[src/rtl/alu_arbiter_pkg.sv]
// alu_arbiter_pkg: ALU opcode encodings and arbiter FSM states shared by the ALU arbiter slice.
package alu_arbiter_pkg;
  localparam int XLEN_DEF = 32;
  localparam int OPW_DEF = 5;
  localparam logic [4:0] OP_ADD = 5'd0;
  localparam logic [4:0] OP_SUB = 5'd1;
  localparam logic [4:0] OP_AND = 5'd2;
  localparam logic [4:0] OP_OR = 5'd3;
  localparam logic [4:0] OP_XOR = 5'd4;
  localparam logic [4:0] OP_SLL = 5'd5;
  localparam logic [4:0] OP_SRL = 5'd6;
  localparam logic [4:0] OP_SRA = 5'd7;
  localparam logic [4:0] OP_SLT = 5'd8;
  localparam logic [4:0] OP_SLTU = 5'd9;
  localparam logic [4:0] OP_MUL = 5'd10;
  localparam logic [4:0] OP_MULH = 5'd11;
  localparam logic [4:0] OP_DIV = 5'd12;
  localparam logic [4:0] OP_DIVU = 5'd13;
  localparam logic [4:0] OP_REM = 5'd14;
  localparam logic [4:0] OP_REMU = 5'd15;
  typedef enum logic [1:0] {ARB_IDLE, ARB_EXEC, ARB_FLAG, ARB_RESP} arb_state_t;
  function automatic logic is_div(input logic [4:0] op);
    return op == OP_DIV || op == OP_DIVU || op == OP_REM || op == OP_REMU;
  endfunction
endpackage

[src/rtl/alu_arbiter_rr_arb2.sv]
// rr_arb2: 2-way round-robin picker; on a tie the requester that was not granted last wins.
module rr_arb2 (
  input  logic [1:0] valid,
  input  logic       last,
  output logic [1:0] gnt,
  output logic       id
);
  always_comb begin
    id = &valid ? ~last : valid[1];
    gnt = |valid ? (id ? 2'b10 : 2'b01) : 2'b00;
  end
endmodule

[src/rtl/alu_arbiter.sv]
// alu_arbiter: shares one ALU between EX stage (port 0) and address/branch unit (port 1), one txn in flight.
// ALU_DIV0_CHECK_EN adds the FLAG state that captures the ALU's registered divide-by-zero flag into rsp_err.
module alu_arbiter
  import alu_arbiter_pkg::*;
#(
  parameter int XLEN = 32,
  parameter int OPW = 5
) (
  input  logic              clk,
  input  logic              rst_n,
  input  logic [1:0]        req_valid,
  output logic [1:0]        req_ready,
  input  logic [2*OPW-1:0]  req_op,
  input  logic [2*XLEN-1:0] req_a,
  input  logic [2*XLEN-1:0] req_b,
  output logic [1:0]        rsp_valid,
  input  logic [1:0]        rsp_ready,
  output logic [XLEN-1:0]   rsp_data,
  output logic              rsp_zero,
  output logic              rsp_err,
  output logic [OPW-1:0]    alu_op,
  output logic [XLEN-1:0]   alu_a,
  output logic [XLEN-1:0]   alu_b,
  input  logic [XLEN-1:0]   alu_res,
  input  logic              alu_zero,
  input  logic              alu_illegal
);
`ifdef ALU_DIV0_CHECK_EN
  localparam arb_state_t AFTER_EXEC = ARB_FLAG;
`else
  localparam arb_state_t AFTER_EXEC = ARB_RESP;
`endif
  arb_state_t state, state_nx;
  logic rr_last, id_q, gnt_id, zero_q, err_q, accept, done;
  logic [1:0] gnt;
  logic [OPW-1:0] op_q;
  logic [XLEN-1:0] a_q, b_q, data_q;
  rr_arb2 u_rr (
    .valid(req_valid),
    .last (rr_last),
    .gnt  (gnt),
    .id   (gnt_id)
  );
  assign req_ready = (rst_n && state == ARB_IDLE) ? gnt : 2'b00;
  assign accept = |req_ready;
  assign done = state == ARB_RESP && rsp_ready[id_q];
  assign rsp_valid = state == ARB_RESP ? (id_q ? 2'b10 : 2'b01) : 2'b00;
  assign rsp_data = data_q;
  assign rsp_zero = zero_q;
  assign rsp_err = err_q;
  assign alu_op = op_q;
  assign alu_a = a_q;
  assign alu_b = b_q;
  always_ff @(posedge clk)
    if (!rst_n) state <= ARB_IDLE;
    else state <= state_nx;
  always_comb begin
    state_nx = state;
    case (state)
      ARB_IDLE: state_nx = accept ? ARB_EXEC : ARB_IDLE;
      ARB_EXEC: state_nx = AFTER_EXEC;
      ARB_FLAG: state_nx = ARB_RESP;
      ARB_RESP: state_nx = done ? ARB_IDLE : ARB_RESP;
      default:  state_nx = ARB_IDLE;
    endcase
  end
  always_ff @(posedge clk) begin
    if (!rst_n) begin
      rr_last <= 1'b1;
      id_q <= 1'b0;
      op_q <= OPW'(OP_ADD);
      a_q <= '0;
      b_q <= '0;
      data_q <= '0;
      zero_q <= 1'b0;
    end else begin
      if (accept) begin
        rr_last <= gnt_id;
        id_q <= gnt_id;
        op_q <= gnt_id ? req_op[2*OPW-1:OPW] : req_op[OPW-1:0];
        a_q <= gnt_id ? req_a[2*XLEN-1:XLEN] : req_a[XLEN-1:0];
        b_q <= gnt_id ? req_b[2*XLEN-1:XLEN] : req_b[XLEN-1:0];
      end
      if (state == ARB_EXEC) begin
        data_q <= alu_res;
        zero_q <= alu_zero;
      end
    end
  end
`ifdef ALU_DIV0_CHECK_EN
  always_ff @(posedge clk)
    if (!rst_n) err_q <= 1'b0;
    else if (state == ARB_FLAG) err_q <= alu_illegal;
`else
  logic unused_illegal;
  assign err_q = 1'b0;
  assign unused_illegal = alu_illegal;
`endif
endmodule

[config.mk]
export PLATFORM = sky130hd
export DESIGN_NAME = alu_arbiter
export DESIGN_NICKNAME = d
export VERILOG_FILES = /design/src/rtl/alu_arbiter_pkg.sv /design/src/rtl/alu_arbiter_rr_arb2.sv /design/src/rtl/alu_arbiter.sv
export SDC_FILE = /design/constraint.sdc
export NUM_CORES = 1
export LEC_CHECK = 0
export CORE_MARGIN = 2
export CORE_UTILIZATION = 34
export CTS_CLUSTER_DIAMETER = 60
export CTS_CLUSTER_SIZE = 30
export DETAILED_ROUTE_END_ITERATION = 8
export PLACE_DENSITY = 0.74
export SLEW_MARGIN = 5
export SYNTH_ARGS = -nofsm -noshare
export SYNTH_HDL_FRONTEND = slang
export SYNTH_HIERARCHICAL = 1
export SYNTH_SLANG_ARGS = --single-unit
[constraint.sdc]
create_clock -name clk -period 1.6 [get_ports clk]
set_clock_uncertainty 0.1 [all_clocks]
set_input_delay 0.32 -clock clk [delete_from_list [all_inputs] [get_ports clk]]
set_output_delay 0.32 -clock clk [all_outputs]
set_load 0.01 [all_outputs]
==> impl_metrics.csv <==
group,metric,value,unit
floorplan,coreArea,13770,sq um
clock_tree,clockBufferDepth,2,
detailed_routing,num_vias,4516,
layout,areaGrowthSynthToFinish,82.02,%
detailed_routing,post_drt_wl_per_cell,17.86,um
setup_path,cp_cell_sequence,"buf_4 -> a21boi_2 -> buf_4 -> o211a_4 -> buf_12 -> clkbuf_16 -> o211a_1",
setup_path,critical_path_class,"register to register",
detailed_routing,totalWireLength,16700,um
timing,timing.fmax,591.0,MHz
timing,layout_setup_ws,-92.03,ps
timing,hold_slack,361.0,ps
detailed_routing,first_iter_violations,170,
pwr,powerDensity,924.7,nW/um^2
place,place.gp.congestion,0.7779,
logic_synthesis,synth-seq-area-share,44.64,%
setup_path,crit_fanout,16,
setup_path,critPathSlowestCell,"dfxtp_2",
clock_tree,cts_tree,"yes",
logic_synthesis,avgSynthCellArea,10.61,sq um
status,status,"finished with violations",
logic_synthesis,synth_area_leaders,"dfxtp_1, mux2i_1, o211a_1",
floorplan,die_area,14940,sq um
timing,finalSetupViolCount,69,
layout,layout.nets,932,
layout,fillers,1180,
setup_path,max_stage_delay,360,ps
place,dp_hpwl,10220,um
run,maxCapViolCount,0,
clock_tree,clockRootBuffer,"clkbuf_16",
layout,n_antenna_cell,0,
logic_synthesis,synth_top_area_cell,"dfxtp_1",
status,violations,"setup timing",
timing,fin_crit,1692,ps
pwr,power.total,8.001,mW
logic_synthesis,syn_inst,448,
setup_path,cp-start-kind,"register",
detailed_routing,ant_nets,0,
layout,multi_input_area,2461,sq um
logic_synthesis,syn-num-nets,630,
detailed_routing,drt-pass1-iter-count,4,
timing,rsz0062_at_grt,"true",
global_route,grt_pass1_vias,4434,
place,dp_cells,888,
floorplan,start_util,34.51,%
logic_synthesis,synth_area,4753,sq um
timing,period_share,105.8,%
clock_tree,numCtsBuffers,9,
floorplan,die_w,122.2,um
clock_tree,cts.clk_slew.worst_paths,70,ps
floorplan,die-height,122.2,um
layout,regArea,2131,sq um
place,portBuffers,282,
global_route,grt_overflow_total,0,
setup_path,critPathArrivalTime,1830,ps
logic_synthesis,yosys_warnings,6,
setup_path,end_kind,"register",
logic_synthesis,synth-seq-cells,106,
detailed_routing,drcViolationCount,0,
timing,slew_violations,0,
logic_synthesis,yosysUniqueCellTypes,21,
global_route,antenna_found_initial,0,
pwr,ir_drop,0.5432,mV
global_route,grt_max_degree,66,
clock_tree,ctsHtreeMaxLevel,3,
layout,fin_cells,935,
setup_path,cp.required,1730,ps
min_path,hp-class,"primary input to register",
timing,hold_viol_final,0,
pwr,leakage,4.401,nW
floorplan,rows,43,
setup_path,cpMostUsedCell,"buf_4",
global_route,grt_pass1_wl,21260,um
detailed_routing,via_per_inst,4.830,
clock_tree,clk_latency,340,ps
layout,drive_gt1_share,12.19,%
floorplan,num_io_pins,285,
clock_tree,clkSinkCount,106,
logic_synthesis,synth_top_area_share,44.64,%
global_route,gr-usage-all-layers,18.09,%
final cells by class:
type | count | share of cell area [%]
Timing Repair Buffer | 332 | 40.06
Clock buffer | 12 | 2.965
Tap cell | 180 | 2.603
Multi-Input combinational cell | 297 | 28.45
Clock inverter | 4 | 1.128
Inverter | 4 | 0.1735
Sequential cell | 106 | 24.63
sequential cells by signal, indices dropped and copies added (netlist names):
signal	flops
rr_last	1
alu_op	5
alu_b	32
rsp_zero	1
rsp_data	32
alu_a	32
state	2
id_q	1
worst max-delay path: cells and delay by family (launching register included):
family	cells	cell delay, ps
buffers and inverters	4	590
DFF	1	360
AOI/OAI and AO/OA	3	530
layer usage:
metal	global-route usage [%]	part of all wire, %
met3	5.576	7.3
met5	0	0
met4	7.902	2.7
met1	18.89	39
met2	33.19	51
kinds of logic after synthesis:
logic type / Yosys count / share of synthesized area [%]
multiplexers: 103 / 21.69
AND/OR/NAND/NOR: 111 / 10.82
AO/OA/AOI/OAI: 78 / 15.85
other: 1 / 0.07889
buffers and inverters: 45 / 5.870
flip-flops: 106 / 44.64
adder cells (fa/ha/maj): 4 / 1.053
path summary, 6_finish.rpt:
check        startpoint         to  slack [ps]  cells after the start
min               rst_n   state[0]         360                      4
max             rr_last  alu_op[0]         -90                      7
min reg2reg    alu_a[6]   alu_a[6]         400                      1
max reg2reg     rr_last  alu_op[0]         -90                      7
Yosys cell counts (all sizes together):
master	number
o21ai	1
and2	1
o211a	70
nand3	1
conb	1
mux2i	103
inv	4
o211ai	1
a21boi	4
clkbuf	12
a21oi	2
nor3b	1
and3	2
nor2b	34
buf	29
ha	4
nand2	72
dfxtp	106
repair_timing:
| action | in CTS | in global routing |
|---|---|---|
| endpoints found under the setup margin | 178 | 95 |
| pin swaps | 5 | 11 |
| gates resized for setup | 141 | 26 |
| cloned | 2 | 17 |
| hold buffers | 0 | 0 |
| setup buffers | 6 | 7 |
stage by stage:
step	util (%)	TNS (ps)	instance area (sq um)	setup slack, ps
floorplan	-	0	4753	72.61
global placement	56.33	-36110	7759	-571.5
detailed placement	56.33	-38290	7759	-574.3
CTS	59.03	-2422	8130	-77.37
global route	62.82	-6735	8652	-150.3
finish	62.82	-3293	8652	-92.03
cell usage in the layout, fill, tap and decap left out, types with 5 or more instances in the layout:
cell type	synthesis	layout
buf_12	0	5
buf_4	2	19
buf_6	11	10
o211a_1	70	69
dfxtp_1	106	103
dlygate4sd2_1	0	104
nor2b_1	34	34
clkbuf_16	0	21
buf_16	0	5
mux2i_1	103	100
nand2_1	72	71
clkdlybuf4s50_1	0	173
power breakdown:
part           total, mW  switching [mW]  internal, mW
Sequential          3.05           0.141          2.91
Combinational       2.35           0.970          1.38
Clock               2.60           0.984          1.62
Note: power is estimated with default switching activity, not from simulation.
